File: src/rtl/jk_counter_pkg.sv
// Shared JK flip-flop types and the excitation function used by the JK-based counters.
package jk_counter_pkg;

  typedef enum logic [1:0] {
    HOLD   = 2'b00,
    CLR    = 2'b01,
    SET    = 2'b10,
    TOGGLE = 2'b11
  } jk_action_e;

  typedef struct packed {
    logic j;
    logic k;
  } jk_drive_t;

  // J sets a bit that must rise, K clears a bit that must fall; unchanged bits get HOLD.
  function automatic jk_drive_t jk_excite(input logic cur, input logic nxt);
    jk_drive_t d;
    d.j = nxt & ~cur;
    d.k = ~nxt & cur;
    return d;
  endfunction

endpackage

File: src/rtl/jk_ff.sv
// Single JK flip-flop, asynchronous active-high reset to 0.
module jk_ff
  import jk_counter_pkg::*;
(
  input  logic clk,
  input  logic reset,
  input  logic j,
  input  logic k,
  output logic q
);

  jk_action_e act;
  assign act = jk_action_e'({j, k});

  always_ff @(posedge clk or posedge reset) begin
    if (reset) begin
      q <= 1'b0;
    end else begin
      case (act)
        HOLD:    q <= q;
        CLR:     q <= 1'b0;
        SET:     q <= 1'b1;
        TOGGLE:  q <= ~q;
        default: q <= q;
      endcase
    end
  end

endmodule

File: src/rtl/jk_mod_counter.sv
// Up/down modulo-N counter built from JK flip-flops, with parallel load,
// wrap-or-saturate range ends and registered wrap/sat event pulses.
module jk_mod_counter
  import jk_counter_pkg::*;
#(
  parameter int unsigned WIDTH    = 4,
  parameter int unsigned MODULUS  = 16,
  parameter int unsigned SATURATE = 0
) (
  input  logic             clk,
  input  logic             reset,
  input  logic             en,
  input  logic             up,
  input  logic             load,
  input  logic [WIDTH-1:0] load_val,
  output logic [WIDTH-1:0] q,
  output logic             tc,
  output logic             wrap,
  output logic             sat
);

  localparam int unsigned NW = WIDTH + 1;
  localparam logic [WIDTH:0] TOP_EXT = NW'(MODULUS - 1);
  localparam logic [WIDTH:0] MOD_EXT = NW'(MODULUS);
  localparam logic [WIDTH-1:0] TOP   = WIDTH'(MODULUS - 1);

  logic [WIDTH-1:0] q_bits;
  logic [WIDTH-1:0] next;
  logic [WIDTH:0]   q_ext;
  logic [WIDTH:0]   nxt_ext;
  logic             load_over;
  logic             at_top;
  logic             at_bottom;
  logic             count_end;
  logic             unused_msb;

  assign q          = q_bits;
  assign q_ext      = {1'b0, q_bits};
  assign load_over  = ({1'b0, load_val} >= MOD_EXT);
  assign at_top     = (q_bits == TOP);
  assign at_bottom  = (q_bits == '0);
  assign tc         = up ? at_top : at_bottom;
  assign count_end  = en & ~load & tc;

  // Next-count: load beats enable beats hold; arithmetic one bit wider than the count.
  always_comb begin
    nxt_ext = q_ext;
    if (load) begin
      nxt_ext = load_over ? TOP_EXT : {1'b0, load_val};
    end else if (en) begin
      if (up) begin
        if (at_top) nxt_ext = (SATURATE != 0) ? q_ext : '0;
        else        nxt_ext = q_ext + NW'(1);
      end else begin
        if (at_bottom) nxt_ext = (SATURATE != 0) ? q_ext : TOP_EXT;
        else           nxt_ext = q_ext - NW'(1);
      end
    end
  end

  assign next       = nxt_ext[WIDTH-1:0];
  assign unused_msb = nxt_ext[WIDTH];

  for (genvar i = 0; i < int'(WIDTH); i++) begin : g_bit
    jk_drive_t drv;
    assign drv = jk_excite(q_bits[i], next[i]);

    jk_ff u_ff (
      .clk   (clk),
      .reset (reset),
      .j     (drv.j),
      .k     (drv.k),
      .q     (q_bits[i])
    );
  end

  // Range-end event pulses, one cycle after the count that hit the end.
  always_ff @(posedge clk or posedge reset) begin
    if (reset) begin
      wrap <= 1'b0;
      sat  <= 1'b0;
    end else begin
      wrap <= count_end & (SATURATE == 0);
      sat  <= count_end & (SATURATE != 0);
    end
  end

endmodule
File: config.mk
export PLATFORM = sky130hd
export DESIGN_NAME = jk_mod_counter
export DESIGN_NICKNAME = d
export VERILOG_FILES = /design/src/rtl/jk_counter_pkg.sv /design/src/rtl/jk_ff.sv /design/src/rtl/jk_mod_counter.sv
export SDC_FILE = /design/constraint.sdc
export NUM_CORES = 1
export LEC_CHECK = 0
export ABC_AREA = 1
export CAP_MARGIN = 20
export CORE_MARGIN = 1
export CORE_UTILIZATION = 30
export DETAILED_ROUTE_END_ITERATION = 12
export PLACE_DENSITY = 0.65
export SETUP_SLACK_MARGIN = 0.15
export SYNTH_ARGS = -nofsm -noshare
export SYNTH_HDL_FRONTEND = slang
export SYNTH_HIERARCHICAL = 1
export SYNTH_SLANG_ARGS = --single-unit
File: constraint.sdc
create_clock -name clk -period 2 [get_ports clk]
set_input_delay 0.3 -clock clk [delete_from_list [all_inputs] [get_ports clk]]
set_output_delay 0.3 -clock clk [all_outputs]
set_load 0.03 [all_outputs]
-- Word-level counts from Yosys, hierarchy flattened
Index checks and enable logic that the tools add are counted.
- $add $sub $neg: 2
- eq/ne operators: 13
- mux-type cells: 10
- bitwise operators: 19
- reductions and logical operators: 5
- operators with widths (cell ; number):
    two-way mux 4 bit ; 5
    == test 2 bit, second input constant ; 8
    case mux 1 bit (3 select lines) ; 4
    bitwise AND 1 bit ; 10
    NOT 1 bit ; 9
    == test 2 x 1 -> 1 bit, second input constant ; 4
    logical NOT 2 bit ; 4
    adder 4 x 1 -> 4 bit, second input constant ; 1
    == test 4 bit, second input constant ; 1
    logical NOT 4 bit ; 1
    subtractor 4 x 1 -> 4 bit, second input constant ; 1
    two-way mux 1 bit ; 1
- flip-flop bits (word level): 5
- bits of input ports: 9
- output and inout port bits: 7
- logic and storage cells: 54

-- Logic depth before layout (Yosys ltp)
Gate-level depths: netlist of the first run.
- depth after elaboration: 9
- depth in mapped cells: 14
- mapped depth without buffers: 14

-- Cells and area by module
The synthesis of the first run kept the hierarchy.
- by module, submodules not included (module ; instances ; cells each ; area each (µm²) ; sequential area each (µm²)):
    jk_mod_counter ; 1 ; 63 ; 320.3 ; 25.0
    jk_ff ; 4 ; 7 ; 47.5 ; 25.0

-- Worst setup path before layout of the first run
OpenSTA, ideal clock, no wires.
- path type: reg-to-reg
- from: reg g_bit[0].u_ff.q
- to: reg g_bit[3].u_ff.q
- library setup time: 0.117 ns
- arrival time: 1.544 ns
- required time: 1.883 ns
- setup slack: 0.339 ns
- cell stages (with the launch flop): 15
- buffers on the path: 0
- period minus slack after synthesis: 1.661 ns
- cells stage by stage: dfrtp_1 inv_2 ha_1 nand2_1 nand2_1 nand2_1 nand2_1 nand2_1 nand3_1 nand2_1 nand2_1 nor2_1 inv_1 nand2_1 nand2_1
- RTL lines (what ; RTL line ; text):
    start: declaration ; jk_ff.sv:9 ; output logic q
    start signal: assignment ; jk_ff.sv:20 ; HOLD: q <= q;
    start signal: assignment ; jk_ff.sv:23 ; TOGGLE: q <= ~q;
    start signal: assignment ; jk_ff.sv:24 ; default: q <= q;
    end signal: assignment ; jk_ff.sv:20 ;
    end signal: assignment ; jk_ff.sv:23 ;
    end signal: assignment ; jk_ff.sv:24 ;
    end: declaration ; jk_ff.sv:9 ;

-- Worst setup path in the final report of the first run
- from: reg g_bit[3].u_ff.q
- to: out q[3]
- RTL lines (what ; RTL line ; text):
    end: declaration ; jk_mod_counter.sv:16 ; output logic [WIDTH-1:0] q,
No word-level cell between the ends.

==> results.ini, run 1 <==
[run_status]
outcome=finished, final reports clean

[global_route]
grt_use_total=0.1421
grt_overflow=0
grt_pass1_vias=483
grt_pass1_wl_mm=1.966
grt_start_max_net_pins=11
antenna_found_initial=0

[logic_synthesis]
yosysSeqAreaShare=0.2451
synth_simple_gate_area_frac=0.4069
synthAdderAreaFrac=0.04902
synth_xor_area_frac=0.01716
synth_cell_types=16
synth_mux_area_frac=0
synth-seq-cells=5
yosys_warnings=6
syn_nets=102
synth.cell_area_sq_um=510.5
syn_area_per_cell_sq_um=5.610
synth_compound_area_frac=0.09804
synthCells=91
synth_top_family_by_area=simple AND/OR/NAND/NOR gates

[die]
core_sq_mm=0.001541
die_w_um=43.25
die_y_um=43.25
start_util=0.3312
fp-row-count=14
dieArea_sq_mm=0.001871
ios=16

[critical_path]
cp.required_ps=1700
path_buf_inv=1
cp_top_family=buffers and inverters
rr_endpoint=g_bit[3].u_ff/q
path_cells=clkdlybuf4s50_1
timing.rr.start=g_bit[0].u_ff/q
r2r_cells=14
r2r_setup_slack_ps=440
cp-start-kind=register
cp_max_fo=8
cp_data_arrival_time_ps=1440
cp_slowest_stage_delay_ps=720
slowest_stage=clkdlybuf4s50_1
critPathKind=reg2out
worstSetupEndpointType=primary output

[cts]
cts_buffers=3
cts_sinks=5
clock_latency_ps=240
cts_buffer_depth=2
root_buffer=clkbuf_4
cts_tree=yes
clk_pin_slew_ps=40
cts_max_level=1

[placement]
place_area_sq_um=660.6
numPortBuffers=14
hpwlAfterDp_um=907.1
dp.cells=120
place_congestion=0.7795
pre_cts_ws_ps=286.0

[timing]
whs_ps=315.3
finalCritPeriodShare=0.8708
setup_violations=0
hold_violations=0
rsz0062_at_grt=false
timing.final.ws_setup_ps=258.3
skew_ps=0.7490
max_freq_ghz=0.5742
period_needed_ps=1742
setup_tns_ps=0
drv_slew=0

[layout]
area_growth_pct=36.03
fin_nets=120
final_cells=124
utilization=0.4505
layout_commonest_cell=nand2_1
drive_gt1_frac=0.09259
n_antenna_cell=0
final_cell_area_sq_um=694.4
final_cell_mix=nand2_1, inv_1, clkdlybuf4s50_1

[route]
detail_route.iter0.violations=15
met2_wirelength_um=566
via_per_inst=4.726
routedWlPerCell_um=9.516
drt-met1-wl_um=513
drc=0
first_pass_iters=4
ant_nets=0
wl_met3_um=99
wirelength_mm=1.180
highest-signal-layer=met3
dr_total_vias=586

[pwr]
leakage_nw=0.4054
p_int_mw=0.4596
p_sw_mw=0.4847
clkPwrFrac=0.127
power_density_mw_per_mm2=1360
max-vdd-ir-drop_mv=0.5050
sw_frac_of_total=0.5133
pwr-share-seq=0.276
comb_power_share=0.597
power_mw=0.9442

[run]
cap_violations=0

[min_path]
hold_class=in2async

[routing by layer]
metal / vias up / track usage
met3: 0 / 0.06383
met4: 0 / 0.03636
met5: - / 0
li1: 307 / -
met2: 22 / 0.2388
met1: 257 / 0.1620
[timing repair]
| item | CTS | global route |
|---|---|---|
| hold buffers | 0 | 0 |
| setup buffers | 0 | 0 |
| gates resized for setup | 0 | 4 |
| setup endpoints to repair | 0 | 4 |
[synth_stat cells, drive strengths merged]
cell type / instances / area (sq um)
nand2: 30 / 112.6
inv: 22 / 82.57
nor2: 9 / 33.78
a21oi: 6 / 30.03
nand3: 6 / 30.03
dfrtp: 5 / 125.1
nand4: 3 / 18.77
a211oi: 2 / 15.01
ha: 2 / 25.02
and2: 1 / 6.260
buf: 1 / 7.510
conb: 1 / 3.750
o21ai: 1 / 5.000
or2: 1 / 6.260
xnor2: 1 / 8.760
[flip-flops by register name, indices dropped and copies added, names as in the netlist]
| name | cells |
|---|---|
| wrap | 1 |
| g_bit.u_ff/q | 4 |
[cell families (layout without fill, tap and decap cells)]
family | count (synthesis) | count (layout)
simple gates | 50 | 50
buf+inv | 23 | 40
compound gates | 9 | 9
flops | 5 | 5
fa+ha+maj | 2 | 2
other cells | 1 | 1
xor+xnor | 1 | 1
[how the worst max path moves through the flow]
| stage | startpoint | slack (ps) | endpoint | cells after the start |
|---|---|---|---|---|
| 2_1_floorplan | g_bit[0].u_ff/q | 340 | g_bit[3].u_ff/q | 14 |
| 3_3_place_gp | up | 280 | g_bit[0].u_ff/q | 10 |
| 3_5_place_dp | up | 290 | g_bit[0].u_ff/q | 10 |
| 4_1_cts | g_bit[0].u_ff/q | 170 | q[0] | 1 |
| 5_1_grt | g_bit[3].u_ff/q | 200 | q[3] | 1 |
| 6_report | g_bit[3].u_ff/q | 260 | q[3] | 1 |
[power groups by stage]
stage | Clock, mW | Combinational, mW | Sequential [mW]
floorplan | 0 | 0.322 | 0.315
global placement | 0 | 0.571 | 0.257
detailed placement | 0 | 0.568 | 0.258
CTS | 0.123 | 0.570 | 0.257
global route | 0.133 | 0.638 | 0.275
finish | 0.120 | 0.564 | 0.260
[final cells by class]
class / instances / area (sq um)
multi-input cells: 63 / 295.3
well taps: 16 / 20.02
fillers: 155 / 847.1
flip-flops and latches: 5 / 127.6
clock buffers: 4 / 26.28
repair buffers: 14 / 142.6
inverters: 22 / 82.58
Note: power is estimated with default switching activity, not from simulation.
==> inputs of run 2 (changes only) <==
--- a/config.mk
+++ b/config.mk
@@ -10,6 +10,7 @@
 export CORE_MARGIN = 1
 export CORE_UTILIZATION = 30
 export DETAILED_ROUTE_END_ITERATION = 12
+export MAX_ROUTING_LAYER = met4
 export PLACE_DENSITY = 0.65
 export SETUP_SLACK_MARGIN = 0.15
 export SYNTH_ARGS = -nofsm -noshare
==> results.ini, run 2 (same netlist as run 1, synthesis figures left out) <==
[route]
routedWlPerCell_um=9.524  ; was 9.516 um
ant_nets=0  ; unchanged
dr_total_vias=580  ; was 586
wirelength_mm=1.181  ; was 1.180 mm
first_pass_iters=4  ; unchanged
drc=0  ; unchanged
via_per_inst=4.677  ; was 4.726
detail_route.iter0.violations=13  ; was 15

[critical_path]
cp-start-kind=register  ; unchanged
r2r_cells=14  ; unchanged
path_buf_inv=1  ; unchanged
cp_top_family=buffers and inverters  ; unchanged
cp_slowest_stage_delay_ps=720  ; about the same
cp.depth=1  ; unchanged
cp.required_ps=1700  ; about the same
cp_max_fo=8  ; unchanged
worstSetupEndpointType=primary output  ; unchanged
cp_data_arrival_time_ps=1440  ; about the same
timing.rr.start=g_bit[0].u_ff/q  ; unchanged
slowest_stage=clkdlybuf4s50_1  ; unchanged
rr_endpoint=g_bit[3].u_ff/q  ; unchanged
critPathKind=reg2out  ; unchanged
path_cells=clkdlybuf4s50_1  ; unchanged
r2r_setup_slack_ps=440  ; about the same

[placement]
numPortBuffers=14  ; unchanged
hpwlAfterDp_um=907.1  ; unchanged
place_congestion=0.7903  ; was 0.7795
pre_cts_ws_ps=286.0  ; unchanged

[cts]
root_buffer=clkbuf_4  ; unchanged
cts_max_level=1  ; unchanged
clk_pin_slew_ps=40  ; about the same
cts_sinks=5  ; unchanged
cts_buffer_depth=2  ; unchanged
cts_tree=yes  ; unchanged
postCtsHoldBufs=0  ; unchanged
cts_resized=0  ; unchanged
cts_buffers=3  ; unchanged
postCtsSetupRepairBufs=0  ; unchanged
clock_latency_ps=240  ; about the same

[die]
ios=16  ; unchanged
core_sq_mm=0.001541  ; unchanged
fp-row-count=14  ; unchanged
die_w_um=43.25  ; unchanged
die_y_um=43.25  ; unchanged
start_util=0.3312  ; unchanged
dieArea_sq_mm=0.001871  ; unchanged

[timing]
finalCritPeriodShare=0.8702  ; was 0.8708
max_freq_ghz=0.5746  ; was 0.5742 GHz
rsz0062_at_grt=false  ; unchanged
setup_tns_ps=0  ; unchanged
hold_violations=0  ; unchanged
drv_slew=0  ; unchanged
timing.final.ws_setup_ps=259.6  ; was 258.3 ps
skew_ps=0.7970  ; was 0.7490 ps
whs_ps=319.1  ; was 315.3 ps
period_needed_ps=1740  ; was 1742 ps
setup_violations=0  ; unchanged

[pwr]
pwr-share-seq=0.276  ; about the same
p_int_mw=0.4595  ; was 0.4596 mW
clkPwrFrac=0.126  ; was 0.127
power_density_mw_per_mm2=1358  ; was 1360 mW/mm^2
leakage_nw=0.4054  ; unchanged
sw_frac_of_total=0.5129  ; was 0.5133
comb_power_share=0.598  ; was 0.597
max-vdd-ir-drop_mv=0.5038  ; was 0.5050 mV
p_sw_mw=0.4838  ; was 0.4847 mW

[layout]
top_regs=g_bit.u_ff/q (4), wrap (1)  ; unchanged
drive_gt1_frac=0.09259  ; unchanged
utilization=0.4505  ; unchanged
layout_commonest_cell=nand2_1  ; unchanged
area_growth_pct=36.03  ; unchanged
n_antenna_cell=0  ; unchanged
largest_reg_flops=4  ; unchanged
final_cell_mix=nand2_1, inv_1, clkdlybuf4s50_1  ; unchanged
fillCellCount=155  ; unchanged
top_register=g_bit.u_ff/q  ; unchanged
fin_nets=120  ; unchanged

[run_status]
outcome=finished, final reports clean  ; unchanged

[global_route]
grt_overflow=0  ; unchanged
antenna_found_initial=0  ; unchanged
grt_pass1_vias=484  ; was 483
grt_pass1_wl_mm=1.966  ; unchanged
grt_start_max_net_pins=11  ; unchanged
grt_use_total=0.1459  ; was 0.1421

[min_path]
hold_class=in2async  ; unchanged

[run]
cap_violations=0  ; unchanged

==> run 2: cell counts in the layout (fill, tap and decap cells not counted) <==
No cell type changed its count.
==> run 2: cell type report <==
type / count / area (sq um) / area share
clock buffer: 4 / 26.28 / 0.03784
inverter: 22 / 82.58 / 0.1189
multi-input combinational: 63 / 295.3 / 0.4252
sequential: 5 / 127.6 / 0.1838
tap: 16 / 20.02 / 0.02883
timing repair buffer: 14 / 142.6 / 0.2054
==> run 2: worst register-to-register path, stage by stage (launching register included) <==
cell	delay, ps
dfrtp_2	460
inv_2	80
ha_1	220
nand2_1	70
nand2_1	40
nand2_1	50
nand2_1	50
nand2_1	50
nand3_1	60
nand2_1	90
nand2_1	60
nor2_1	80
inv_1	40
nand2_1	50
nand2_1	50
==> run 2: metrics by stage <==
step	cells	power [mW]	instance area, sq um
6_report	124	0.9433	694.4
5_1_grt	124	1.045	694.4
4_1_cts	124	0.9501	686.9
3_5_place_dp	120	0.8259	660.6
3_3_place_gp	120	0.8275	660.6
2_1_floorplan	91	0.6365	510.5
==> run 2: layer usage <==
| layer | up-vias | part of all wire | global-route usage |
|---|---|---|---|
| li1 | 307 | - | - |
| met1 | 255 | 0.45 | 0.1620 |
| met4 | 0 | 0 | 0.03636 |
| met3 | 0 | 0.067 | 0.06383 |
| met2 | 18 | 0.48 | 0.2388 |
| met5 | - | 0 | - |
==> run 2: worst max-delay path by stage <==
stage	startpoint	slack (ps)	to
4_1_cts	g_bit[0].u_ff/q	170	q[0]
2_1_floorplan	g_bit[0].u_ff/q	340	g_bit[3].u_ff/q
3_5_place_dp	up	290	g_bit[0].u_ff/q
5_1_grt	g_bit[3].u_ff/q	200	q[3]
6_report	g_bit[3].u_ff/q	260	q[3]
3_3_place_gp	up	280	g_bit[0].u_ff/q
==> run 2: power groups by stage <==
| stage | logic, mW | registers (mW) | clock network (mW) |
|---|---|---|---|
| finish | 0.564 | 0.260 | 0.119 |
| global route | 0.638 | 0.275 | 0.133 |
| CTS | 0.570 | 0.257 | 0.123 |
| detailed placement | 0.568 | 0.258 | 0 |
| global placement | 0.571 | 0.257 | 0 |
| floorplan | 0.322 | 0.315 | 0 |
==> edit 1 (config.mk and constraints of run 2) <==
Put a register stage on the output `q`. The value now appears one clock later. The other outputs are not delayed to match.
--- a/src/rtl/jk_mod_counter.sv
+++ b/src/rtl/jk_mod_counter.sv
@@ -26,2 +26,4 @@
 
+  logic [WIDTH-1:0] q_d;
+
   logic [WIDTH-1:0] q_bits;
@@ -36,3 +38,3 @@
 
-  assign q          = q_bits;
+  assign q_d        = q_bits;
   assign q_ext      = {1'b0, q_bits};
@@ -87,2 +89,6 @@
 
+  always_ff @(posedge clk) begin
+    q <= q_d;
+  end
+
 endmodule
Behaviour: not the same (a bounded check fails within 4 cycles, from zero or initial values and one cycle with reset high).
==> edit 1 against run 2 <==
Wire length is 7.5% higher; total power increased by 17%; sequential cell count is 4 higher; synthesized area grew 16%; synthesized cell count rose by 4.4%; cell area rose by 13%; die area is 15% higher; clock power rose by 15%; first-iteration DRC count shrank 38%; setup slack lost 0.022 ns; critical path depth increased by 4; worst hold slack lost 0.026 ns; clock skew grew 0.0067 ns; count of clock-buffer cells in the layout is 1 lower; critical path type unchanged; highest routed layer is now met4.
==> edit 1: results (changes against run 2) <==
clk slew on worst S/H paths=0.06 ns (was 0.04 ns); clk_lat worst skew=0.26 ns (was 0.24 ns); main area contributors after synthesis=dfrtp_1 (21%), nand2_1 (19%), dfxtp_1 (14%) (was dfrtp_1 (25%), nand2_1 (22%), inv_1 (13%)); Top delay family on crit path=flip-flops (was buffers and inverters); Post-Route WL=1270 um (was 1180 um); CP max FO=10 (was 8); post-DR vias/cell=4.25 (was 4.68); Global Route Usage Sum=0.139 (was 0.146); dpl hpwl=967 um (was 907 um); max incr delay on CP=0.48 ns (was 0.72 ns); critical path arrival=1.46 ns (was 1.44 ns); clock sink count=9 (was 5); filler cell count=193 (was 155); Routed WL per cell=9.26 um (was 9.52 um); leading registers by flop count=g_bit.u_ff/q (4), q (4), wrap (1) (was g_bit.u_ff/q (4), wrap (1)); Post-Place Setup Slack=0.273 ns (was 0.286 ns); Cell variety after synth=17 (was 16); Internal=0.584 mW (was 0.460 mW); routability cong.=0.887 (was 0.790); status=completed (unchanged); first-pass GRT wire length=1970 um (about the same); leakage power figure=0.422 nW (was 0.405 nW); initial DRC count=8 (was 13); P_seq=0.390 mW (was 0.260 mW); syn nets=106 (was 102); Async SR Flop Fraction=0.556 (was 1.00); Avg Inst Size Synth=6.22 um^2 (was 5.61 um^2); Setup Skew=0.00747 ns (was 0.000797 ns); layout cells sized above 1=0.0982 (was 0.0926); worst vdd rail ir drop=494 uV (was 504 uV)
## edit 1: cell count changes in the layout (fill, tap and decap cells not counted), sizes merged
cell / delta
clkbuf: -1
clkdlybuf4s50: +2
clkinv: +1
dfxtp: +4
dlymetal6s2s: -2
## edit 1: metal layers
layer,GRT usage,share of wire,vias up
li1,-,-,322
met1,0.175,0.50,239
met2,0.186,0.43,17
met3,0.0353,0.040,4
met4,0.106,0.021,0
met5,-,0,-
## edit 1: cell families (layout without fill, tap and decap cells)
| logic type | after synthesis | after routing | share of synthesized area |
|---|---|---|---|
| buf+inv | 23 | 40 | 0.153 |
| flops | 9 | 9 | 0.347 |
| other cells | 1 | 1 | 0.00635 |
| xor+xnor | 1 | 1 | 0.0148 |
| fa+ha+maj | 2 | 2 | 0.0424 |
| compound gates | 9 | 9 | 0.0847 |
| simple gates | 50 | 50 | 0.352 |
## edit 1: cell type report
type / count / area [um^2] / area share
timing repair buffer: 14 / 138 / 0.176
inverter: 22 / 82.6 / 0.106
sequential: 9 / 208 / 0.266
tap: 25 / 31.3 / 0.0400
clock buffer: 3 / 22.5 / 0.0288
multi-input combinational: 63 / 295 / 0.378
clock inverter: 1 / 5.00 / 0.00640
## edit 1: what timing repair did
item                                    CTS  global route
gates resized for setup                   0             2
hold buffers                              0             0
endpoints found under the setup margin    0             1
## edit 1: path summary, 6_finish.rpt
check / cells after the start / to / slack, ns / start
max: 5 / tc / 0.24 / g_bit[0].u_ff/q
min: 2 / g_bit[2].u_ff/q / 0.29 / reset
max reg2reg: 14 / g_bit[3].u_ff/q / 0.41 / g_bit[0].u_ff/q
min reg2reg: 0 / q[1] / 0.51 / g_bit[1].u_ff/q
max in group asynchronous: 2 / g_bit[3].u_ff/q / 1.59 / reset
min in group clk: 0 / q[1] / 0.51 / g_bit[1].u_ff/q
==> edit 2 (flow settings as in run 2) <==
Without the edit above. Set the parameter `SATURATE` to 1 (it was 0).
--- a/src/rtl/jk_mod_counter.sv
+++ b/src/rtl/jk_mod_counter.sv
@@ -7,3 +7,3 @@
   parameter int unsigned MODULUS  = 16,
-  parameter int unsigned SATURATE = 0
+  parameter int unsigned SATURATE = 1
 ) (
Formal check against the unedited RTL: not equivalent (Yosys sat finds a counterexample within 4 cycles, from zero or initial values and one cycle with reset high).
==> edit 2 against run 2 <==
Sequential power barely moved; cell area grew 8.8%; global-route usage grew 0.49 points; wire length increased by 12%; total power grew 7.7%; synthesized area is 10% higher; setup slack improved by 0.0076 ns; worst hold slack lost 0.020 ns; highest routed layer is now met4; critical path type unchanged; sequential cell count did not move.
==> edit 2: results (changes against run 2) <==
Routed WL per cell=9.22 um (was 9.52 um); R2R depth=12 (was 14); Cell variety after synth=18 (was 16); DR top layer=met4 (was met3); final worst path period share=0.866 (was 0.870); GR met2 Demand/Resource=0.220 (was 0.239); total number of vias=617 (was 580); largest net degree at the start of global routing=12 (was 11); main area contributors after synthesis=dfrtp_1 (22%), nand2_1 (21%), inv_1 (14%) (was dfrtp_1 (25%), nand2_1 (22%), inv_1 (13%)); Synth top cells by count=nand2_1 (32), inv_1 (21), nand3_1 (10) (was nand2_1 (30), inv_1 (18), nor2_1 (9)); layout cells sized above 1=0.136 (was 0.0926); CP Launch Point=g_bit[0].u_ff/q (was g_bit[3].u_ff/q); Global Route Usage Sum=0.151 (was 0.146); first-pass GRT wire length=2160 um (was 1970 um); syn nets=112 (was 102); met1 Usage GRT=0.191 (was 0.162); DP Area=721 um^2 (was 661 um^2); met3 wire len=89 um (was 79 um); post-cts resize count=2 (was 0); leading registers by flop count=g_bit.u_ff/q (4), sat (1) (was g_bit.u_ff/q (4), wrap (1)); routability cong.=0.843 (was 0.790); wl on met1=623 um (was 532 um); Nets=130 (was 120); R2R Setup Slk=0.35 ns (was 0.44 ns); met3 Track Usage GR=0.0640 (was 0.0638); CP max FO=7 (was 8); post-synthesis cell count=101 (was 91); Worst setup endpoint=tc (was q[3]); status=completed (unchanged); sequential area share after synthesis=0.222 (was 0.245); metal2 WL=598 um (was 570 um); Non-Filler Instances=143 (was 124); worst vdd rail ir drop=549 uV (was 504 uV); dpl hpwl=1000 um (was 907 um)
[edit 2: area by class of cell]
cell class,count,area [um^2]
fillers,202,990
multi-input cells,70,334
repair buffers,15,146
flip-flops and latches,5,128
inverters,24,90.1
well taps,25,31.3
clock buffers,4,26.3
[edit 2: logic make-up (layout without fill, tap and decap cells)]
family                     count (synthesis)  count (layout)  share of synthesized area
DFF                                        5               5                      0.222
other                                      1               1                    0.00666
adders and majority gates                  2               2                     0.0444
AOI/OAI and AO/OA                         11              11                      0.107
buffers and inverters                     26              43                      0.193
and+or+nand+nor                           56              56                      0.427
[edit 2: worst max-delay path: stages (launching register included)]
cell	delay (ns)
dfrtp_2	0.44
inv_1	0.14
ha_2	0.23
nand3_1	0.10
nand2_1	0.11
buf_4	0.16
[edit 2: where the power goes]
group	total, mW	internal, mW	leakage [nW]	switching, mW
combinational	0.635	0.258	0.358	0.378
clock	0.121	0.0757	0.0150	0.0456
sequential	0.259	0.149	0.0596	0.110
total	1.02	0.482	0.432	0.534
